[config.mk]
export PLATFORM = sky130hd
export DESIGN_NAME = wm_phase_ctrl
export DESIGN_NICKNAME = d
export VERILOG_FILES = /design/src/rtl/wm_phase_ctrl.sv
export SDC_FILE = /design/constraint.sdc
export NUM_CORES = 1
export LEC_CHECK = 0
export ABC_CLOCK_PERIOD_IN_PS = 7300
export CAP_MARGIN = 20
export CORE_MARGIN = 3
export CORE_UTILIZATION = 30
export DETAILED_ROUTE_END_ITERATION = 10
export DONT_BUFFER_PORTS = 1
export GPL_ROUTABILITY_DRIVEN = 0
export PLACE_DENSITY_LB_ADDON = 0.15
export SYNTH_ARGS = -nofsm -noshare
export SYNTH_HDL_FRONTEND = slang
export SYNTH_SLANG_ARGS = --single-unit
[constraint.sdc]
create_clock -name clk -period 7.3 [get_ports clk]
set_clock_uncertainty 0.1 [all_clocks]
set_input_delay 2.19 -clock clk [delete_from_list [all_inputs] [get_ports clk]]
set_output_delay 2.19 -clock clk [all_outputs]
set_load 0.05 [all_outputs]
[src/rtl/wm_phase_ctrl.sv]
// Washing machine job sequencer: IDLE -> PRE -> WASH -> BILL (or REJECT).
// Owns the customer balance, the price table and the sticky fine flag.
module wm_phase_ctrl #(
    parameter logic [8:0]         DY_PRICE  = 9'd2,
    parameter logic [8:0]         S_PRICE   = 9'd3,
    parameter logic [8:0]         M_PRICE   = 9'd5,
    parameter logic [8:0]         B_PRICE   = 9'd8,
    parameter logic [8:0]         FINE_AMT  = 9'd5,
    parameter logic signed [10:0] INIT_BAL  = 11'sd100,
    parameter logic [8:0]         TOPUP_AMT = 9'd10,
    parameter logic [26:0]        REJ_CYC   = 27'd100_000_000
) (
    input  logic               clk,
    input  logic               rst,
    input  logic               m_pos,
    input  logic               topup_pos,
    input  logic               pre_done,
    input  logic [1:0]         pre_mode,
    input  logic               wash_done,
    input  logic               fine_req,
    input  logic               bill_done,
    output logic               pre_en,
    output logic               wash_start,
    output logic [2:0]         wash_mode,
    output logic               bill_start,
    output logic signed [10:0] bill_amt,
    output logic signed [10:0] bal,
    output logic [1:0]         disp_sel,
    output logic [7:0]         state_led
);

    typedef enum logic [2:0] {
        ST_IDLE = 3'd0,
        ST_PRE  = 3'd1,
        ST_WASH = 3'd2,
        ST_BILL = 3'd3,
        ST_REJ  = 3'd4
    } state_t;

    state_t              r_state, w_state;
    logic                r_fine, w_fine;
    logic                r_neg, w_neg;
    logic [8:0]          r_price, w_price;
    logic [26:0]         r_rej_cnt, w_cnt;
    logic signed [10:0]  w_bal, w_amt;
    logic [2:0]          w_mode;
    logic                w_ws, w_bs;
    logic [8:0]          w_tbl;
    logic                w_fine_any;
    logic signed [10:0]  w_bamt;
    logic signed [11:0]  w_up, w_dn;
    logic signed [10:0]  w_up_sat, w_dn_sat;
    logic                w_refused;

    // Status LEDs: one-hot state, fine mirror, refused-while-negative flag.
    function automatic logic [7:0] f_led(input state_t st, input logic fine,
                                         input logic neg);
        case (st)
            ST_IDLE: f_led = {neg, fine, 6'b000001};
            ST_PRE:  f_led = {neg, fine, 6'b000010};
            ST_WASH: f_led = {neg, fine, 6'b000100};
            ST_BILL: f_led = {neg, fine, 6'b001000};
            ST_REJ:  f_led = 8'hFF;
            default: f_led = 8'h01;
        endcase
    endfunction

    function automatic logic [1:0] f_disp(input state_t st);
        case (st)
            ST_PRE:  f_disp = 2'b01;
            ST_WASH: f_disp = 2'b10;
            ST_BILL: f_disp = 2'b11;
            default: f_disp = 2'b00;
        endcase
    endfunction

    // Price lookup for the program being confirmed.
    always_comb begin
        w_tbl = B_PRICE;
        unique case (pre_mode)
            2'b00: w_tbl = DY_PRICE;
            2'b01: w_tbl = S_PRICE;
            2'b10: w_tbl = M_PRICE;
            2'b11: w_tbl = B_PRICE;
        endcase
    end

    assign w_fine_any = r_fine | fine_req;
    assign w_bamt     = $signed({2'b00, r_price}) +
                        (w_fine_any ? $signed({2'b00, FINE_AMT}) : 11'sd0);
    assign w_up       = {r_bal_ext(bal)} + $signed({3'b000, TOPUP_AMT});
    assign w_dn       = {r_bal_ext(bal)} - {w_bamt[10], w_bamt};
    assign w_up_sat   = (w_up > 12'sd1023) ? 11'sd1023 : w_up[10:0];
    assign w_dn_sat   = (w_dn < -12'sd1024) ? -11'sd1024 : w_dn[10:0];
    assign w_refused  = m_pos & bal[10];

    function automatic logic [11:0] r_bal_ext(input logic [10:0] b);
        r_bal_ext = {b[10], b};
    endfunction

    // Next-state and next-value decode for one job phase.
    always_comb begin
        w_state = r_state;
        w_bal   = bal;
        w_fine  = r_fine;
        w_neg   = r_neg;
        w_price = r_price;
        w_mode  = wash_mode;
        w_amt   = bill_amt;
        w_ws    = 1'b0;
        w_bs    = 1'b0;
        w_cnt   = r_rej_cnt;
        unique case (r_state)
            ST_IDLE: begin
                if (topup_pos) w_bal = w_up_sat;
                if (m_pos && !bal[10]) w_state = ST_PRE;
                w_neg = w_bal[10] & (r_neg | w_refused);
            end
            ST_PRE: begin
                if (pre_done) begin
                    w_mode  = {1'b0, pre_mode};
                    w_price = w_tbl;
                    if (bal >= $signed({2'b00, w_tbl})) begin
                        w_state = ST_WASH;
                        w_ws    = 1'b1;
                    end else begin
                        w_state = ST_REJ;
                        w_cnt   = 27'd0;
                    end
                end
            end
            ST_WASH: begin
                w_fine = w_fine_any;
                if (wash_done) begin
                    w_amt   = w_bamt;
                    w_bal   = w_dn_sat;
                    w_bs    = 1'b1;
                    w_state = ST_BILL;
                end
            end
            ST_BILL: begin
                if (bill_done) begin
                    w_fine  = 1'b0;
                    w_state = ST_IDLE;
                end
            end
            ST_REJ: begin
                if (r_rej_cnt == REJ_CYC - 27'd1) begin
                    w_cnt   = 27'd0;
                    w_state = ST_IDLE;
                end else begin
                    w_cnt = r_rej_cnt + 27'd1;
                end
            end
            default: w_state = ST_IDLE;
        endcase
    end

    // Register state and every output from the decoded next values.
    always_ff @(posedge clk or negedge rst) begin
        if (!rst) begin
            r_state    <= ST_IDLE;
            r_fine     <= 1'b0;
            r_neg      <= 1'b0;
            r_price    <= 9'd0;
            r_rej_cnt  <= 27'd0;
            pre_en     <= 1'b0;
            wash_start <= 1'b0;
            wash_mode  <= 3'd0;
            bill_start <= 1'b0;
            bill_amt   <= 11'sd0;
            bal        <= INIT_BAL;
            disp_sel   <= 2'b00;
            state_led  <= 8'h01;
        end else begin
            r_state    <= w_state;
            r_fine     <= w_fine;
            r_neg      <= w_neg;
            r_price    <= w_price;
            r_rej_cnt  <= w_cnt;
            pre_en     <= (w_state == ST_PRE);
            wash_start <= w_ws;
            wash_mode  <= w_mode;
            bill_start <= w_bs;
            bill_amt   <= w_amt;
            bal        <= w_bal;
            disp_sel   <= f_disp(w_state);
            state_led  <= f_led(w_state, w_fine, w_neg);
        end
    end

endmodule

# Word-level counts from Yosys, hierarchy flattened
# Index checks and enable logic that the tools add are counted.
op_classes:
  addsub: 4
  order_cmp: 3
  n_eq_ne: 16
  muxes: 29
  n_bitwise: 4
  n_reduce_logical: 12
ops:
  columns: ["operator", "n"]
  rows:
  - ["2-to-1 mux 27 bit", 3]
  - ["2-to-1 mux 11 bit", 5]
  - ["one-hot mux 27 bit (2 select lines)", 1]
  - ["one-hot mux 8 bit (5 select lines)", 1]
  - ["one-hot mux 9 bit (4 select lines)", 1]
  - ["adder 27 x 1 -> 27 bit (second input constant)", 1]
  - ["equality test 27 bit (second input constant)", 1]
  - ["one-hot mux 11 bit (2 select lines)", 1]
  - ["2-to-1 mux 3 bit", 7]
  - ["one-hot mux 3 bit (5 select lines)", 1]
  - ["adder 11 x 5 -> 12 bit (second input constant)", 1]
  - ["equality test 3 x 2 -> 1 bit (second input constant)", 4]
  - ["> comparator 12 x 11 -> 1 bit (second input constant)", 1]
  - ["less-than comparator 12 x 11 -> 1 bit (second input constant)", 1]
  - ["subtractor 11 x 11 -> 12 bit", 1]
  - [">= comparator 11 x 10 -> 1 bit", 1]
  - ["adder 9 x 3 -> 10 bit", 1]
  - ["inequality test 2 bit (second input constant)", 4]
  - ["2-to-1 mux 1 bit", 7]
  - ["equality test 3 x 1 -> 1 bit (second input constant)", 2]
  - ["equality test 3 bit (second input constant)", 2]
  - ["zero test 3 bit", 2]
  - ["one-hot mux 2 bit (3 select lines)", 1]
  - ["AND reduction 2 bit", 3]
  - ["10 further kinds", 15]
totals:
  ff_bits: 78
  inputBits: 10
  output_inout_bits: 38

# Depth between registers and ports, before layout
logic_depth:
  depth_word: 8
  mapped_depth: 13
  depth_no_buf: 12

# Worst setup path before layout
# No wires, ideal clock.
synth_timing:
  path_kind: "input port to flip-flop"
  from: "input fine_req"
  to: "register bal[9]"
  setup_ps: 70
  arrival_ps: 4973
  t_required_ps: 7130
  setup_slack_ps: 2157
  path_stages: 11
  path_buffers: 1
  path_cell_list: "or2_2 -> ha_1 -> ha_1 -> fa_1 -> nand2b_1 -> a21oi_1 -> o32ai_1 -> a211o_1 -> clkbuf_1 -> or4_1 -> nand3_1"
synth_between:
  elab_chain_len: 8
synth_rtl:
  columns: ["item", "line", "rtl"]
  rows:
  - ["start: declaration", "20", "input logic fine_req,"]
  - ["OR 1 bit (*)", "88", "assign w_fine_any = r_fine | fine_req;"]
  - ["2-to-1 mux 3 bit (*)", "90", "(w_fine_any ? $signed({2'b00, FINE_AMT}) : 11'sd0);"]
  - ["adder 9 x 3 -> 10 bit (*)", "89", "assign w_bamt = $signed({2'b00, r_price}) +"]
  - ["named net w_bamt[1]", "50", "logic signed [10:0] w_bamt;"]
  - ["subtractor 11 x 11 -> 12 bit (*)", "92", "assign w_dn = {r_bal_ext(bal)} - {w_bamt[10], w_bamt};"]
  - ["less-than comparator 12 x 11 -> 1 bit", "94", "assign w_dn_sat = (w_dn < -12'sd1024) ? -11'sd1024 : w_dn[10:0];"]
  - ["2-to-1 mux 11 bit (*)", "94", null]
  - ["2-to-1 mux 11 bit (*)", "134", "if (wash_done) begin"]
  - ["one-hot mux 11 bit (2 select lines) (*)", "113", "unique case (r_state)"]
  - ["end signal: assignment", "186", "bal <= w_bal;"]
  - ["end: declaration", "27", "output logic signed [10:0] bal,"]
# Mark *: on every way through the listed nets, which the timed path passes. The rest lies on a longest branch. The select of a mux whose other input is x is not followed.
# A chain may end at the register's enable or synchronous reset.

# Worst setup path in the final report
layout_timing:
  from: "input fine_req"
  to: "register bal[9]"
layout_between:
  elab_chain_len: 8
layout_rtl:
  columns: ["item", "line"]
  rows:
  - ["OR 1 bit (*)", "88"]
  - ["2-to-1 mux 3 bit (*)", "90"]
  - ["adder 9 x 3 -> 10 bit (*)", "89"]
  - ["subtractor 11 x 11 -> 12 bit (*)", "92"]
  - ["less-than comparator 12 x 11 -> 1 bit", "94"]
  - ["2-to-1 mux 11 bit (*)", "94"]
  - ["2-to-1 mux 11 bit (*)", "134"]
  - ["one-hot mux 11 bit (2 select lines) (*)", "113"]
# Every way passes the cells marked *; elsewhere a longest branch is shown, timed or not. The select of a mux whose other input is x is not followed.

==> metrics.md <==
| Metric | Value |
|---|---|
| Post-synthesis cell count | `416` |
| Diode count | `0` |
| Maxcap violations | `0` |
| Status | `complete, no violations` |
| Die height | `121.6 µm` |
| Sw Pwr | `984.5 µW` |
| Cell depth of the worst hold path | `1` |
| Hold_buf cts | `0` |
| Fill cells | `1331` |
| Longest Clk Path Bufs | `2` |
| WL/cell | `17.01 µm` |
| Fin Setup TNS | `0 ps` |
| Cell area after layout | `4434 µm²` |
| Clk root buf | `clkbuf_16` |
| Sequential share of power | `0.416` |
| Total number of vias | `3015` |
| Die area | `14800 µm²` |
| Achievable Freq | `196.8 MHz` |
| DRT Wirelength | `9.934 mm` |
| Routed vias/inst | `5.163` |
| EDFF count, synth | `0` |
| Total gr overflow | `0` |
| Critical Path AT | `5240 ps` |
| H-tree depth | `3` |
| VDD IR-drop max | `194.9 µV` |
| GRT Total Usage | `0.1434` |
| Largest net degree at the start of global routing | `67` |
| Yosys reg bits | `66` |
| Placed inst area | `4104 µm²` |
| Worst-Margin Slew | `1018 ps` |
| CTS tree | `yes` |
| Pwr dens | `465.4 nW/µm²` |
| Netlist cell types | `55` |
| Clock transition at path regs | `50 ps` |
| Vias in the first global route | `3000` |
| Postcts setup bufs | `0` |
| Reg2Reg Depth | `11` |
| Slew headroom | `0.3181` |
| Rows | `41` |
| ANT nets after route | `0` |
| Int Pwr | `1.079 mW` |
| Worst setup margin | `2218 ps` |
| Initial Utilization | `0.3128` |
| CP Max Fanout | `10` |
| Final cell count without fillers | `584` |
| Clock power share | `0.232` |
| Clock sink count | `66` |
| Sequential fraction of the synthesis area | `0.4130` |
| Hold crit path type | `reg2reg` |
| Most used flip-flop cell after synthesis | `dfrtp_1` |
| DRC Markers | `0` |
| Die width | `121.6 µm` |
| Area of the mapped netlist | `4011 µm²` |
| Worst skew pair latency | `330 ps` |
| Post-detail-place hpwl | `6.813 mm` |
| Leakage | `1.747 nW` |
| Worst setup SP type | `primary input` |
| Final setup viols | `0` |
| Commonest non-fill, non-tap cell in the layout | `dfrtp_1` |
| Pre-CTS setup slack | `1911 ps` |
| Pins Over Slew Limit | `0` |
| Fin. Hold Viols | `0` |
| Async set-reset flop share out of synthesis | `1.000` |
| Period utilization | `0.6962` |
| Layout cells sized above 1 | `0.1068` |
| IO Port Bufs | `0` |
| First-pass DRT Iterations | `4` |
| Tmin final | `5082 ps` |
| CP Class | `in2reg` |
| 1st-iter DRT viols | `167` |
| Area grow syn2layout | `10.54%` |
| Global-route wire length before repair | `16.44 mm` |
| Sw Ratio | `0.4770` |
| Commonest cells after routing, fill and taps aside | `62 x dfrtp_1, 46 x nor2_1, 33 x nand2_1` |
| Avg Inst Size Synth | `9.643 µm²` |
| Inst Count DP | `568` |
| Antenna violations before repair | `0` |
| Worst Setup End Kind | `register` |
| Final Util | `0.3458` |
| CP Data Required Time | `7460 ps` |
| # nets final | `436` |
| Synth Warn # | `0` |
| RSZ-0062 raised after global routing | `no` |
| Total CTS buffers | `9` |
| # resized after CTS | `0` |
| Core area | `12820 µm²` |
| I/O pins | `48` |
| Combinational power share | `0.351` |
## cell families (layout without fill, tap and decap cells)
family | count (synthesis) | after routing | share of synthesized area
adders and majority gates | 19 | 19 | 0.06114
other | 1 | 7 | 0.0009348
and+or+nand+nor | 154 | 154 | 0.1943
DFF | 66 | 66 | 0.4130
xor gates and xnor gates | 28 | 28 | 0.06114
buffers and inverters | 47 | 37 | 0.05770
AOI/OAI and AO/OA | 88 | 88 | 0.1775
muxes | 13 | 13 | 0.03431
## critical path: stages
cell,delay [ps]
or2_2,280
ha_1,330
a31oi_1,200
xor2_1,110
ha_1,360
o21ai_0,140
a21oi_1,370
o32ai_1,170
a211o_1,460
or4_1,540
nand3_1,90
## metal layers
| metal | part of all wire | GRT usage | up-vias |
|---|---|---|---|
| met5 | 0 | 0 | - |
| met4 | 0.021 | 0.06373 | 0 |
| met3 | 0.060 | 0.03668 | 17 |
| met2 | 0.43 | 0.2017 | 82 |
| met1 | 0.49 | 0.2065 | 1464 |
| li1 | - | - | 1452 |
## power by group through the flow
stage	Combinational [mW]	Sequential, mW	Clock (mW)
finish	0.725	0.859	0.480
global route	0.823	0.881	0.512
CTS	0.731	0.864	0.492
detailed placement	0.727	0.868	0
global placement	0.717	0.871	0
floorplan	0.636	0.778	0
## cells in the mapped netlist, drive strengths merged (2+ instances only)
cell type,n,area [µm²]
a211o,2,17.52
mux2i,7,70.07
nand2,33,123.9
a211oi,14,105.1
o32ai,3,26.28
nor2,46,172.7
xor2,2,17.52
nand4,6,37.54
buf,14,107.6
nor3,13,76.33
o22ai,4,25.02
a21boi,2,15.01
nor3b,3,22.52
nor4,4,40.04
a2111oi,10,187.7
dfstp,4,105.1
o21a,4,30.03
o21ai,17,85.08
or3,3,18.77
nand3,17,85.08
o31ai,3,22.52
ha,18,225.2
inv,19,71.32
clkbuf,14,52.55
or4,4,33.78
or2,2,12.51
dfrtp,62,1551
mux2,6,67.56
o211ai,3,36.28
and3,2,12.51
o22a,2,17.52
nand2b,10,62.56
and4,4,35.03
a21oi,18,93.84
nor2b,5,31.28
xnor2,26,227.7
## state kept, by name (all words and copies together) (netlist names)
name,count
pre_en,1
r_state,3
r_rej_cnt,27
bill_start,1
disp_sel,2
state_led,7
r_neg,1
bal,11
wash_start,1
r_price,4
bill_amt,5
r_fine,1
wash_mode,2
## worst paths after layout
check	from	end	slack (ps)
worst max-delay path	fine_req	bal[9]	2220
max in group asynchronous	rst	state_led[0]	5430
worst min-delay path	r_price[0]	r_price[0]	420
worst min register to register	r_price[0]	r_price[0]	420
min in group asynchronous	rst	bill_start	1450
worst max register to register	r_fine	bal[9]	3660
## area by class of cell
cell class | count | area, µm² | share of cell area
clock inverter | 4 | 73.82 | 0.01665
inverter | 19 | 71.32 | 0.01608
timing repair buffer | 2 | 15.01 | 0.003386
tap | 172 | 215.2 | 0.04853
clock buffer | 12 | 256.5 | 0.05784
multi-input combinational | 309 | 2146 | 0.4839
sequential | 66 | 1657 | 0.3736
## per-stage QoR
stage | hold WS, ps | total power [mW]
2_1_floorplan | 380.7 | 1.413
3_3_place_gp | 409.5 | 1.588
3_5_place_dp | 410.2 | 1.595
4_1_cts | 425.5 | 2.086
5_1_grt | 448.0 | 2.216
6_report | 420.2 | 2.064
Power figures use the tool's default switching activity.
